`src/rtl/energy_pkg.sv`:
```
// energy_pkg: shared state encoding and default constants for the energy mood regulators.
package energy_pkg;
  typedef enum logic [1:0] {EXHAUSTED, TIRED, NORMAL, ENERGETIC} energy_state_t;
  localparam int DEF_WIDTH = 8;
  localparam int DEF_PRESCALE = 4;
  localparam int DEF_STEP = 1;
  localparam int DEF_RESET_LEVEL = 128;
  localparam int DEF_T_TIRED = 64;
  localparam int DEF_T_NORMAL = 128;
  localparam int DEF_T_ENERGETIC = 192;
  localparam int DEF_HYST = 8;
endpackage

```
`src/rtl/tick_prescaler.sv`:
```
// tick_prescaler: free-running 0..PRESCALE-1 counter, tick high on the last count.
module tick_prescaler #(
  parameter int PRESCALE = 4
) (
  input  logic clk,
  input  logic rst,
  output logic tick
);
  localparam int CW = PRESCALE > 1 ? $clog2(PRESCALE) : 1;
  logic [CW-1:0] cnt;
  assign tick = cnt == CW'(PRESCALE - 1);
  always_ff @(posedge clk or posedge rst)
    if (rst) cnt <= '0;
    else cnt <= tick ? '0 : cnt + 1'b1;
endmodule

```
`src/rtl/energy_level_controller.sv`:
```
// energy_level_controller: saturating energy integrator with a 4-state hysteretic mood FSM.
// Optional idle decay toward RESET_LEVEL when ENERGY_DECAY_EN is defined.
module energy_level_controller
  import energy_pkg::*;
#(
  parameter int WIDTH = DEF_WIDTH,
  parameter int PRESCALE = DEF_PRESCALE,
  parameter int STEP = DEF_STEP,
  parameter int RESET_LEVEL = DEF_RESET_LEVEL,
  parameter int T_TIRED = DEF_T_TIRED,
  parameter int T_NORMAL = DEF_T_NORMAL,
  parameter int T_ENERGETIC = DEF_T_ENERGETIC,
  parameter int HYST = DEF_HYST
`ifdef ENERGY_DECAY_EN
  , parameter int DECAY_TICKS = 16
`endif
) (
  input  logic             clk,
  input  logic             rst,
  input  logic             energy_inc,
  input  logic             energy_dec,
  output logic [WIDTH-1:0] energy_level,
  output logic [1:0]       energy_state,
  output logic             level_min,
  output logic             level_max,
  output logic             state_changed
);
  localparam logic [WIDTH:0] MAX = {1'b0, {WIDTH{1'b1}}};
  localparam logic [WIDTH:0] STEP_W = (WIDTH + 1)'(STEP);
  localparam logic [WIDTH:0] RST_W = (WIDTH + 1)'(RESET_LEVEL);
  localparam logic [WIDTH-1:0] TT = WIDTH'(T_TIRED);
  localparam logic [WIDTH-1:0] TN = WIDTH'(T_NORMAL);
  localparam logic [WIDTH-1:0] TE = WIDTH'(T_ENERGETIC);
  localparam logic [WIDTH-1:0] TT_DN = WIDTH'(T_TIRED - HYST);
  localparam logic [WIDTH-1:0] TN_DN = WIDTH'(T_NORMAL - HYST);
  localparam logic [WIDTH-1:0] TE_DN = WIDTH'(T_ENERGETIC - HYST);
  logic tick;
  logic [WIDTH:0] wide, up_sum, up, dn, nxt;
  energy_state_t state, ns;
  tick_prescaler #(.PRESCALE(PRESCALE)) u_prescaler (.clk(clk), .rst(rst), .tick(tick));
  assign wide = {1'b0, energy_level};
  assign up_sum = wide + STEP_W;
  assign up = up_sum > MAX ? MAX : up_sum;
  assign dn = wide < STEP_W ? '0 : wide - STEP_W;
`ifdef ENERGY_DECAY_EN
  localparam int DW = $clog2(DECAY_TICKS + 1);
  logic [DW-1:0] dcnt;
  logic idle, fire;
  logic [WIDTH:0] toward;
  assign idle = !energy_inc && !energy_dec;
  assign fire = idle && dcnt == DW'(DECAY_TICKS - 1);
  assign toward = wide > RST_W ? (dn < RST_W ? RST_W : dn) : (up > RST_W ? RST_W : up);
  always_ff @(posedge clk or posedge rst)
    if (rst) dcnt <= '0;
    else if (tick) dcnt <= (!idle || fire) ? '0 : dcnt + 1'b1;
  always_comb nxt = energy_inc && !energy_dec ? up : energy_dec && !energy_inc ? dn : fire ? toward : wide;
`else
  always_comb nxt = energy_inc && !energy_dec ? up : energy_dec && !energy_inc ? dn : wide;
`endif
  always_ff @(posedge clk or posedge rst)
    if (rst) energy_level <= RST_W[WIDTH-1:0];
    else if (tick) energy_level <= nxt[WIDTH-1:0];
  // next state looks at the registered level, so the mood trails the level by a cycle
  always_comb begin
    ns = state;
    unique case (state)
      EXHAUSTED: ns = energy_level >= TT ? TIRED : EXHAUSTED;
      TIRED:     ns = energy_level >= TN ? NORMAL : energy_level < TT_DN ? EXHAUSTED : TIRED;
      NORMAL:    ns = energy_level >= TE ? ENERGETIC : energy_level < TN_DN ? TIRED : NORMAL;
      default:   ns = energy_level < TE_DN ? NORMAL : ENERGETIC;
    endcase
  end
  always_ff @(posedge clk or posedge rst)
    if (rst) begin
      state <= NORMAL;
      state_changed <= 1'b0;
    end else begin
      state <= ns;
      state_changed <= ns != state;
    end
  assign energy_state = state;
  assign level_min = energy_level == '0;
  assign level_max = &energy_level;
endmodule

```
`config.mk`:
```
export PLATFORM = sky130hd
export DESIGN_NAME = energy_level_controller
export DESIGN_NICKNAME = d
export VERILOG_FILES = /design/src/rtl/energy_pkg.sv /design/src/rtl/tick_prescaler.sv /design/src/rtl/energy_level_controller.sv
export SDC_FILE = /design/constraint.sdc
export NUM_CORES = 1
export LEC_CHECK = 0
export CORE_AREA = 2 2 48 50
export CTS_CLUSTER_SIZE = 12
export DETAILED_ROUTE_END_ITERATION = 12
export DIE_AREA = 0 0 50 52
export GPL_TIMING_DRIVEN = 0
export PLACE_DENSITY = 0.82
export SLEW_MARGIN = 20
export SYNTH_ARGS = -nofsm -noshare
export SYNTH_HDL_FRONTEND = slang
export SYNTH_SLANG_ARGS = --single-unit
```
`constraint.sdc`:
```
create_clock -name clk -period 2.65 [get_ports clk]
set_input_delay 0.795 -clock clk [delete_from_list [all_inputs] [get_ports clk]]
set_output_delay 0.795 -clock clk [all_outputs]
set_load 0.05 [all_outputs]
```
==> run_summary.xml, run 1 <==
<?xml version="1.0" encoding="UTF-8"?>
<metrics>
  <group name="yosys">
    <metric name="post-synth-top-area-cell" unit="">sky130_fd_sc_hd__dfrtp_1</metric>
    <metric name="synthesis.yosys.warnings" unit="">0</metric>
    <metric name="synth.top_cell.area_share" unit="">0.242</metric>
    <metric name="syn_area_per_cell" unit="um^2">8.76</metric>
    <metric name="netlist_instances" unit="">130</metric>
    <metric name="synth-edff-count" unit="">0</metric>
    <metric name="netlist-cell-type-count" unit="">51</metric>
    <metric name="synth.yosys.seq_area_share" unit="">0.288</metric>
    <metric name="syn-cell-area" unit="mm^2">0.00114</metric>
    <metric name="yosys_register_bits" unit="">13</metric>
    <metric name="synth_area_leaders" unit="">sky130_fd_sc_hd__dfrtp_1 (24%), sky130_fd_sc_hd__ha_1 (6.6%), sky130_fd_sc_hd__dfstp_2 (4.6%)</metric>
    <metric name="synth.net_count" unit="">140</metric>
    <metric name="postSynth.topFlopCell" unit="">sky130_fd_sc_hd__dfrtp_1</metric>
    <metric name="synthArstFlopShare" unit="">1.00</metric>
  </group>
  <group name="route">
    <metric name="drc" unit="">0</metric>
    <metric name="vias" unit="">1100</metric>
    <metric name="viasPerCell" unit="">6.11</metric>
    <metric name="avgRoutedWirePerCell" unit="um">15.8</metric>
    <metric name="first_iter_violations" unit="">50</metric>
    <metric name="drt_pre_antenna_iters" unit="">4</metric>
    <metric name="route.antenna.remaining_nets" unit="">0</metric>
    <metric name="finalWirelength" unit="mm">2.85</metric>
  </group>
  <group name="status">
    <metric name="run_status" unit="">finished, final reports clean</metric>
  </group>
  <group name="sta">
    <metric name="post-route-min-period" unit="ns">2.59</metric>
    <metric name="hold_viol_final" unit="">0</metric>
    <metric name="setup_viol" unit="">0</metric>
    <metric name="unrepaired_setup_endpoints_after_global_routing" unit="">no</metric>
    <metric name="post_route_clock_skew" unit="ns">0.00262</metric>
    <metric name="slew_viol_final" unit="">0</metric>
    <metric name="period_share" unit="">0.977</metric>
    <metric name="worst_slew_pin_slew" unit="ns">0.547</metric>
    <metric name="max_freq" unit="MHz">386</metric>
    <metric name="relSlewSlack" unit="">0.635</metric>
    <metric name="setup_tns" unit="ns">0</metric>
    <metric name="worst_hold_slack" unit="ns">0.431</metric>
  </group>
  <group name="global_routing">
    <metric name="grt.overflow.total" unit="">0</metric>
    <metric name="number_of_global_route_vias_before_repair" unit="">954</metric>
    <metric name="largest_net_degree_at_the_start_of_global_routing" unit="">14</metric>
    <metric name="initial_antenna_violation_count" unit="">0</metric>
    <metric name="first_pass_grt_wire_length" unit="mm">4.31</metric>
    <metric name="gr-usage-all-layers" unit="">0.222</metric>
  </group>
  <group name="die">
    <metric name="floorplan.die_area" unit="mm^2">0.00260</metric>
    <metric name="initial_utilization" unit="">0.541</metric>
    <metric name="floorplan.rows" unit="">17</metric>
    <metric name="chipWidth" unit="um">50</metric>
    <metric name="floorplan.core_area" unit="mm^2">0.00211</metric>
    <metric name="die_h" unit="um">52</metric>
    <metric name="io-pin-count" unit="">17</metric>
  </group>
  <group name="cts">
    <metric name="clock_slew_at_reported_path_ffs" unit="ns">0.09</metric>
    <metric name="cts_root_buffer" unit="">sky130_fd_sc_hd__clkbuf_4</metric>
    <metric name="tritoncts" unit="">yes</metric>
    <metric name="clock_tree.htree_level_count" unit="">1</metric>
    <metric name="postCtsHoldBufs" unit="">0</metric>
    <metric name="max_root_sink_buffers" unit="">2</metric>
    <metric name="tritoncts.num_buffers" unit="">3</metric>
    <metric name="clock_sinks" unit="">13</metric>
    <metric name="clkLatencyLatePin" unit="ns">0.28</metric>
  </group>
  <group name="placed_design">
    <metric name="globalplace.congestion" unit="">0.909</metric>
    <metric name="port_buffer_count" unit="">16</metric>
    <metric name="placed_cells_incl_taps" unit="">174</metric>
    <metric name="detailed_place_hpwl" unit="mm">2.04</metric>
  </group>
  <group name="setup_path">
    <metric name="cp.required" unit="ns">1.86</metric>
    <metric name="timing.critical_path.max_delay_family" unit="">simple AND/OR/NAND/NOR gates</metric>
    <metric name="crit_end_element" unit="">output pin</metric>
    <metric name="worst_ep_arrival_time" unit="ns">1.79</metric>
    <metric name="cp_num_buf_inv" unit="">1</metric>
    <metric name="r2r_slack" unit="ns">0.60</metric>
    <metric name="cp_cell_sequence" unit="">ha_2, nand2_1, nor4_4, buf_6</metric>
    <metric name="worst-path-max-fanout" unit="">8</metric>
    <metric name="timing_worst_setup_path_type" unit="">reg2out</metric>
    <metric name="cp-start-kind" unit="">flop</metric>
    <metric name="critical_path.max_stage_delay" unit="ns">0.44</metric>
    <metric name="critPathSlowestCell" unit="">sky130_fd_sc_hd__dfrtp_2</metric>
  </group>
  <group name="cells_and_area">
    <metric name="finalNetCount" unit="">163</metric>
    <metric name="post_layout_nonfiller_instances" unit="">180</metric>
    <metric name="drive_above_1_share" unit="">0.197</metric>
    <metric name="area_added_between_synthesis_and_finish" unit="%">20.9</metric>
    <metric name="insertedDiodeCount" unit="">0</metric>
    <metric name="layout_commonest_cell" unit="">sky130_fd_sc_hd__clkdlybuf4s50_1</metric>
    <metric name="top_library_cells_by_usage_in_the_layout_fill_and_taps_aside" unit="">sky130_fd_sc_hd__clkdlybuf4s50_1 (14), sky130_fd_sc_hd__o21ai_0 (10), sky130_fd_sc_hd__nor2_1 (10), sky130_fd_sc_hd__nand2_1 (9), sky130_fd_sc_hd__dfrtp_1 (9)</metric>
  </group>
  <group name="power_and_ir_drop">
    <metric name="ir_drop" unit="mV">0.964</metric>
    <metric name="powerDensity" unit="mW/mm^2">894</metric>
    <metric name="total_leakage_power" unit="nW">0.599</metric>
  </group>
  <group name="flow_run">
    <metric name="cap_violations" unit="">0</metric>
  </group>
  <group name="min_path">
    <metric name="timing.hold.worst.class" unit="">reg2reg</metric>
  </group>
</metrics>
## power by group
part           total (mW)  internal [mW]  switching, mW
clock network       0.130         0.0585         0.0719
registers           0.317          0.254         0.0625
logic               0.783          0.288          0.495
## worst reg2reg max path, stage by stage (launching register included)
cell and delay (ns):
sky130_fd_sc_hd__dfrtp_2 0.47, sky130_fd_sc_hd__ha_2 0.25, sky130_fd_sc_hd__nand2_1 0.22, sky130_fd_sc_hd__nor4_4 0.10
sky130_fd_sc_hd__buf_4 0.14, sky130_fd_sc_hd__a41o_1 0.21, sky130_fd_sc_hd__a21o_1 0.21, sky130_fd_sc_hd__o32a_1 0.35
## Yosys cell counts (2+ instances only)
cell                       instances
sky130_fd_sc_hd__nor2_1           10
sky130_fd_sc_hd__o211a_1           2
sky130_fd_sc_hd__nand2_1           9
sky130_fd_sc_hd__a31oi_1           6
sky130_fd_sc_hd__dfstp_2           2
sky130_fd_sc_hd__and3_1            2
sky130_fd_sc_hd__buf_2             2
sky130_fd_sc_hd__ha_1              6
sky130_fd_sc_hd__dfrtp_1          11
sky130_fd_sc_hd__clkbuf_1          4
sky130_fd_sc_hd__buf_6             3
sky130_fd_sc_hd__nor3_1            2
sky130_fd_sc_hd__buf_4             2
sky130_fd_sc_hd__nand3_1           4
sky130_fd_sc_hd__nand4_1           2
sky130_fd_sc_hd__a221oi_1          2
sky130_fd_sc_hd__a21o_1            3
sky130_fd_sc_hd__inv_1             7
sky130_fd_sc_hd__a21oi_1           4
sky130_fd_sc_hd__nor3_2            3
sky130_fd_sc_hd__nand2b_1          3
sky130_fd_sc_hd__a22o_1            2
sky130_fd_sc_hd__o21ai_0          10
sky130_fd_sc_hd__o31ai_1           2
## path summary, 6_finish.rpt
| check | from | end | cells past startpoint |
|---|---|---|---|
| max | energy_level[1]$_DFFE_PP0P_ | level_max | 4 |
| min | u_prescaler.cnt[0]$_DFF_PP0_ | u_prescaler.cnt[0]$_DFF_PP0_ | 1 |
| max reg2reg | energy_level[1]$_DFFE_PP0P_ | energy_level[2]$_DFFE_PP0P_ | 7 |
| min reg2reg | u_prescaler.cnt[0]$_DFF_PP0_ | u_prescaler.cnt[0]$_DFF_PP0_ | 1 |
| max in group asynchronous | rst | energy_level[0]$_DFFE_PP0P_ | 2 |
| min in group asynchronous | rst | energy_level[6]$_DFFE_PP0P_ | 2 |
## kinds of logic (layout without fill, tap and decap cells)
kind of cell               count (synthesis)  after routing  share of synthesized area
muxes                                      2              2                     0.0187
DFF                                       13             13                      0.288
adders and majority gates                  6              6                     0.0659
and+or+nand+nor                           48             48                      0.262
buffers and inverters                     18             40                     0.0879
xor gates and xnor gates                   3              3                     0.0363
AOI/OAI and AO/OA                         40             40                      0.242
## cell type report
class	count	area, um^2
Fill cell	188	729
Multi-Input combinational cell	99	713
Sequential cell	13	330
Timing Repair Buffer	18	171
Buffer	11	73.8
Tap cell	28	35.0
Clock buffer	4	26.3
Inverter	7	26.3
## metal layers
metal / GRT usage / vias to the layer above / routed length (um)
li1: - / 526 / -
met1: 0.284 / 511 / 1190
met2: 0.377 / 58 / 1390
met3: 0.0259 / 5 / 227
met4: 0.0972 / 0 / 43
met5: 0 / - / 0
## flip-flops by register name (all words and copies together), names as in the netlist
name,flops
energy_level,8
energy_state,2
state_changed,1
u_prescaler.cnt,2
## per-stage QoR
stage / worst slack [ns] / area, um^2 / util / power, mW
floorplan: 0.0220 / 1140 / - / 0.887
global placement: -0.317 / 1330 / 0.633 / 1.07
detailed placement: -0.318 / 1330 / 0.633 / 1.09
CTS: 0.0134 / 1360 / 0.646 / 1.22
global route: 0.0100 / 1380 / 0.654 / 1.29
finish: 0.0603 / 1380 / 0.654 / 1.23
## repair_timing
| item | in CTS | in global routing |
|---|---|---|
| pin swaps | 0 | 1 |
| endpoints found under the setup margin | 2 | 2 |
| setup buffers | 0 | 2 |
| gates resized for setup | 9 | 4 |
Power figures use the tool's default switching activity.
==> run 2: changes to the inputs <==
CORE_AREA = 2 2 45 47   (was 2 2 48 50)
DIE_AREA = 0 0 47 49   (was 0 0 50 52)
DONT_BUFFER_PORTS = 1   (was unset)
HOLD_SLACK_MARGIN = 0.12   (was unset)
PLACE_DENSITY = 0.8   (was 0.82)
==> run 2 against run 1 <==
Effect of this change:
- the run now ends with negative setup slack left
- clock skew up 0.011 ns
- sequential power grew 62%
- register-to-register slack worse by 0.26 ns
- global-route usage rose by 3.2 points
- clock power hardly changed
- cell count shrank 4.4%
- combinational power decreased by 23%
- critical path depth is 1 lower
- routed wire length grew 4.9%
- cell area decreased by 2.5%
- sequential cell count stayed put
- critical endpoint unchanged
- largest cell class unchanged
- largest power group unchanged
- highest routed layer unchanged
==> run_summary.xml, run 2 (synthesized netlist as in run 1, its figures left out) <==
<?xml version="1.0" encoding="UTF-8"?>
<metrics>
  <group name="status">
    <metric name="run_status" unit="">finished with violations</metric>
    <metric name="violated_checks" unit="">negative setup slack</metric>
  </group>
  <group name="setup_path">
    <metric name="cp.required" unit="ns">1.86</metric>
    <metric name="crit_end_element" unit="">output pin</metric>
    <metric name="timing.critical_path.from" unit="">energy_level[3]$_DFFE_PP0P_</metric>
    <metric name="worst_ep_arrival_time" unit="ns">1.94</metric>
    <metric name="critical_path.max_stage_delay" unit="ns">0.83</metric>
    <metric name="endpoint" unit="">level_max</metric>
    <metric name="r2r_slack" unit="ns">0.34</metric>
    <metric name="cp-start-kind" unit="">flop</metric>
    <metric name="timing.rr.end" unit="">energy_level[5]$_DFFE_PP0P_</metric>
    <metric name="worst-path-max-fanout" unit="">7</metric>
    <metric name="cp_cell_sequence" unit="">buf_8, nand3_4, nor4_4</metric>
    <metric name="critPathSlowestCell" unit="">sky130_fd_sc_hd__nor4_4</metric>
    <metric name="crit-reg2reg-launch" unit="">energy_level[3]$_DFFE_PP0P_</metric>
    <metric name="timing_worst_setup_path_type" unit="">reg2out</metric>
    <metric name="reg2regPathDepth" unit="">6</metric>
  </group>
  <group name="route">
    <metric name="route.antenna.remaining_nets" unit="">0</metric>
    <metric name="avgRoutedWirePerCell" unit="um">17.4</metric>
    <metric name="first_iter_violations" unit="">77</metric>
    <metric name="finalWirelength" unit="mm">2.99</metric>
    <metric name="viasPerCell" unit="">6.59</metric>
    <metric name="vias" unit="">1134</metric>
    <metric name="drt_pre_antenna_iters" unit="">6</metric>
    <metric name="drc" unit="">0</metric>
  </group>
  <group name="die">
    <metric name="initial_utilization" unit="">0.618</metric>
    <metric name="chipWidth" unit="um">47</metric>
    <metric name="io-pin-count" unit="">17</metric>
    <metric name="floorplan.rows" unit="">16</metric>
    <metric name="floorplan.core_area" unit="mm^2">0.00184</metric>
    <metric name="floorplan.die_area" unit="mm^2">0.00230</metric>
    <metric name="die_h" unit="um">49</metric>
  </group>
  <group name="sta">
    <metric name="worst_hold_slack" unit="ns">0.430</metric>
    <metric name="setup_tns" unit="ns">-0.0899</metric>
    <metric name="relSlewSlack" unit="">0.401</metric>
    <metric name="setup_viol" unit="">1</metric>
    <metric name="max_freq" unit="MHz">365</metric>
    <metric name="post_route_clock_skew" unit="ns">0.0134</metric>
    <metric name="slew_viol_final" unit="">0</metric>
    <metric name="post-route-min-period" unit="ns">2.74</metric>
    <metric name="unrepaired_setup_endpoints_after_global_routing" unit="">yes</metric>
    <metric name="finalWorstSetupSlack" unit="ns">-0.0899</metric>
    <metric name="period_share" unit="">1.03</metric>
    <metric name="hold_viol_final" unit="">0</metric>
    <metric name="worst_slew_pin_slew" unit="ns">0.892</metric>
  </group>
  <group name="global_routing">
    <metric name="number_of_global_route_vias_before_repair" unit="">983</metric>
    <metric name="initial_antenna_violation_count" unit="">0</metric>
    <metric name="largest_net_degree_at_the_start_of_global_routing" unit="">14</metric>
    <metric name="grt.overflow.total" unit="">0</metric>
    <metric name="gr-usage-all-layers" unit="">0.254</metric>
    <metric name="first_pass_grt_wire_length" unit="mm">4.35</metric>
  </group>
  <group name="power_and_ir_drop">
    <metric name="ir_drop" unit="mV">0.612</metric>
    <metric name="powerDensity" unit="mW/mm^2">928</metric>
    <metric name="report.power.total" unit="mW">1.25</metric>
    <metric name="total_leakage_power" unit="nW">0.578</metric>
  </group>
  <group name="cells_and_area">
    <metric name="insertedDiodeCount" unit="">0</metric>
    <metric name="finalNetCount" unit="">156</metric>
    <metric name="drive_above_1_share" unit="">0.303</metric>
    <metric name="area_added_between_synthesis_and_finish" unit="%">17.9</metric>
    <metric name="post_layout_nonfiller_instances" unit="">172</metric>
    <metric name="regMostFlops" unit="">energy_level</metric>
    <metric name="layout_commonest_cell" unit="">sky130_fd_sc_hd__buf_4</metric>
    <metric name="largest_register_ff_count" unit="">8</metric>
    <metric name="top_library_cells_by_usage_in_the_layout_fill_and_taps_aside" unit="">sky130_fd_sc_hd__buf_4 (12), sky130_fd_sc_hd__o21ai_0 (10), sky130_fd_sc_hd__nor2_1 (10), sky130_fd_sc_hd__nand2_1 (8), sky130_fd_sc_hd__inv_1 (7)</metric>
  </group>
  <group name="cts">
    <metric name="tritoncts.num_buffers" unit="">3</metric>
    <metric name="tritoncts" unit="">yes</metric>
    <metric name="postCtsHoldBufs" unit="">0</metric>
    <metric name="cts_root_buffer" unit="">sky130_fd_sc_hd__clkbuf_4</metric>
    <metric name="clock_sinks" unit="">13</metric>
    <metric name="clock_slew_at_reported_path_ffs" unit="ns">0.09</metric>
    <metric name="max_root_sink_buffers" unit="">2</metric>
    <metric name="clock_tree.htree_level_count" unit="">1</metric>
    <metric name="clkLatencyLatePin" unit="ns">0.28</metric>
  </group>
  <group name="flow_run">
    <metric name="cap_violations" unit="">0</metric>
  </group>
  <group name="placed_design">
    <metric name="preCtsSetupSlack" unit="ns">-0.212</metric>
    <metric name="globalplace.congestion" unit="">0.877</metric>
    <metric name="port_buffer_count" unit="">0</metric>
    <metric name="detailed_place_hpwl" unit="mm">1.88</metric>
    <metric name="placed_cells_incl_taps" unit="">157</metric>
  </group>
  <group name="min_path">
    <metric name="timing.hold.worst.class" unit="">in2async</metric>
  </group>
</metrics>
run 2: changes by cell type in the layout (fill, tap and decap cells not counted), sizes merged:
cell           delta
clkbuf            -1
buf               +8
clkdlybuf4s50    -14
run 2: through the flow:
stage,instance area (um^2),utilization
after floorplan,1140,-
after global placement,1170,0.637
after detailed placement,1170,0.637
after CTS,1240,0.671
after global routing,1340,0.729
final,1340,0.729
run 2: worst min path at each step:
stage                                   end  slack [ns]                    startpoint  cells after the start
5_1_grt         energy_level[1]$_DFFE_PP0P_        0.46                           rst                      1
3_5_place_dp   u_prescaler.cnt[0]$_DFF_PP0_        0.42  u_prescaler.cnt[0]$_DFF_PP0_                      1
2_1_floorplan  u_prescaler.cnt[0]$_DFF_PP0_        0.40  u_prescaler.cnt[0]$_DFF_PP0_                      1
4_1_cts         energy_level[1]$_DFFE_PP0P_        0.44                           rst                      1
3_3_place_gp   u_prescaler.cnt[0]$_DFF_PP0_        0.41  u_prescaler.cnt[0]$_DFF_PP0_                      1
6_report        energy_level[1]$_DFFE_PP0P_        0.43                           rst                      1
run 2: report_power, final:
part / internal [mW] / switching (mW)
sequential: 0.263 / 0.248
combinational: 0.270 / 0.336
clock: 0.0584 / 0.0695
total: 0.592 / 0.653
run 2: area by class of cell:
class                      count  area, um^2
clock buffer                   4        26.3
sequential                    13         342
buffer                        11        93.8
timing repair buffer          11        82.6
multi-input combinational     99         738
fill                         137         499
tap                           27        33.8
inverter                       7        26.3
run 2: critical path, delay by kind of cell, from the launching register on:
kind	cells	cell delay [ns]
buffers and inverters	1	0.17
and+or+nand+nor	2	0.94
DFF	1	0.55
run 2: metal layers:
metal | vias up | routed length [um] | track usage
met5 | - | 0 | 0
met4 | 0 | 73 | 0.0694
met3 | 16 | 273 | 0.0444
met2 | 76 | 1460 | 0.381
met1 | 532 | 1190 | 0.370
li1 | 510 | - | -
run 2: timing repair:
action,4_1_cts,5_1_grt
resized for setup,12,11
setup buffers,1,10
pin swaps,1,3
endpoints found under the setup margin,5,1
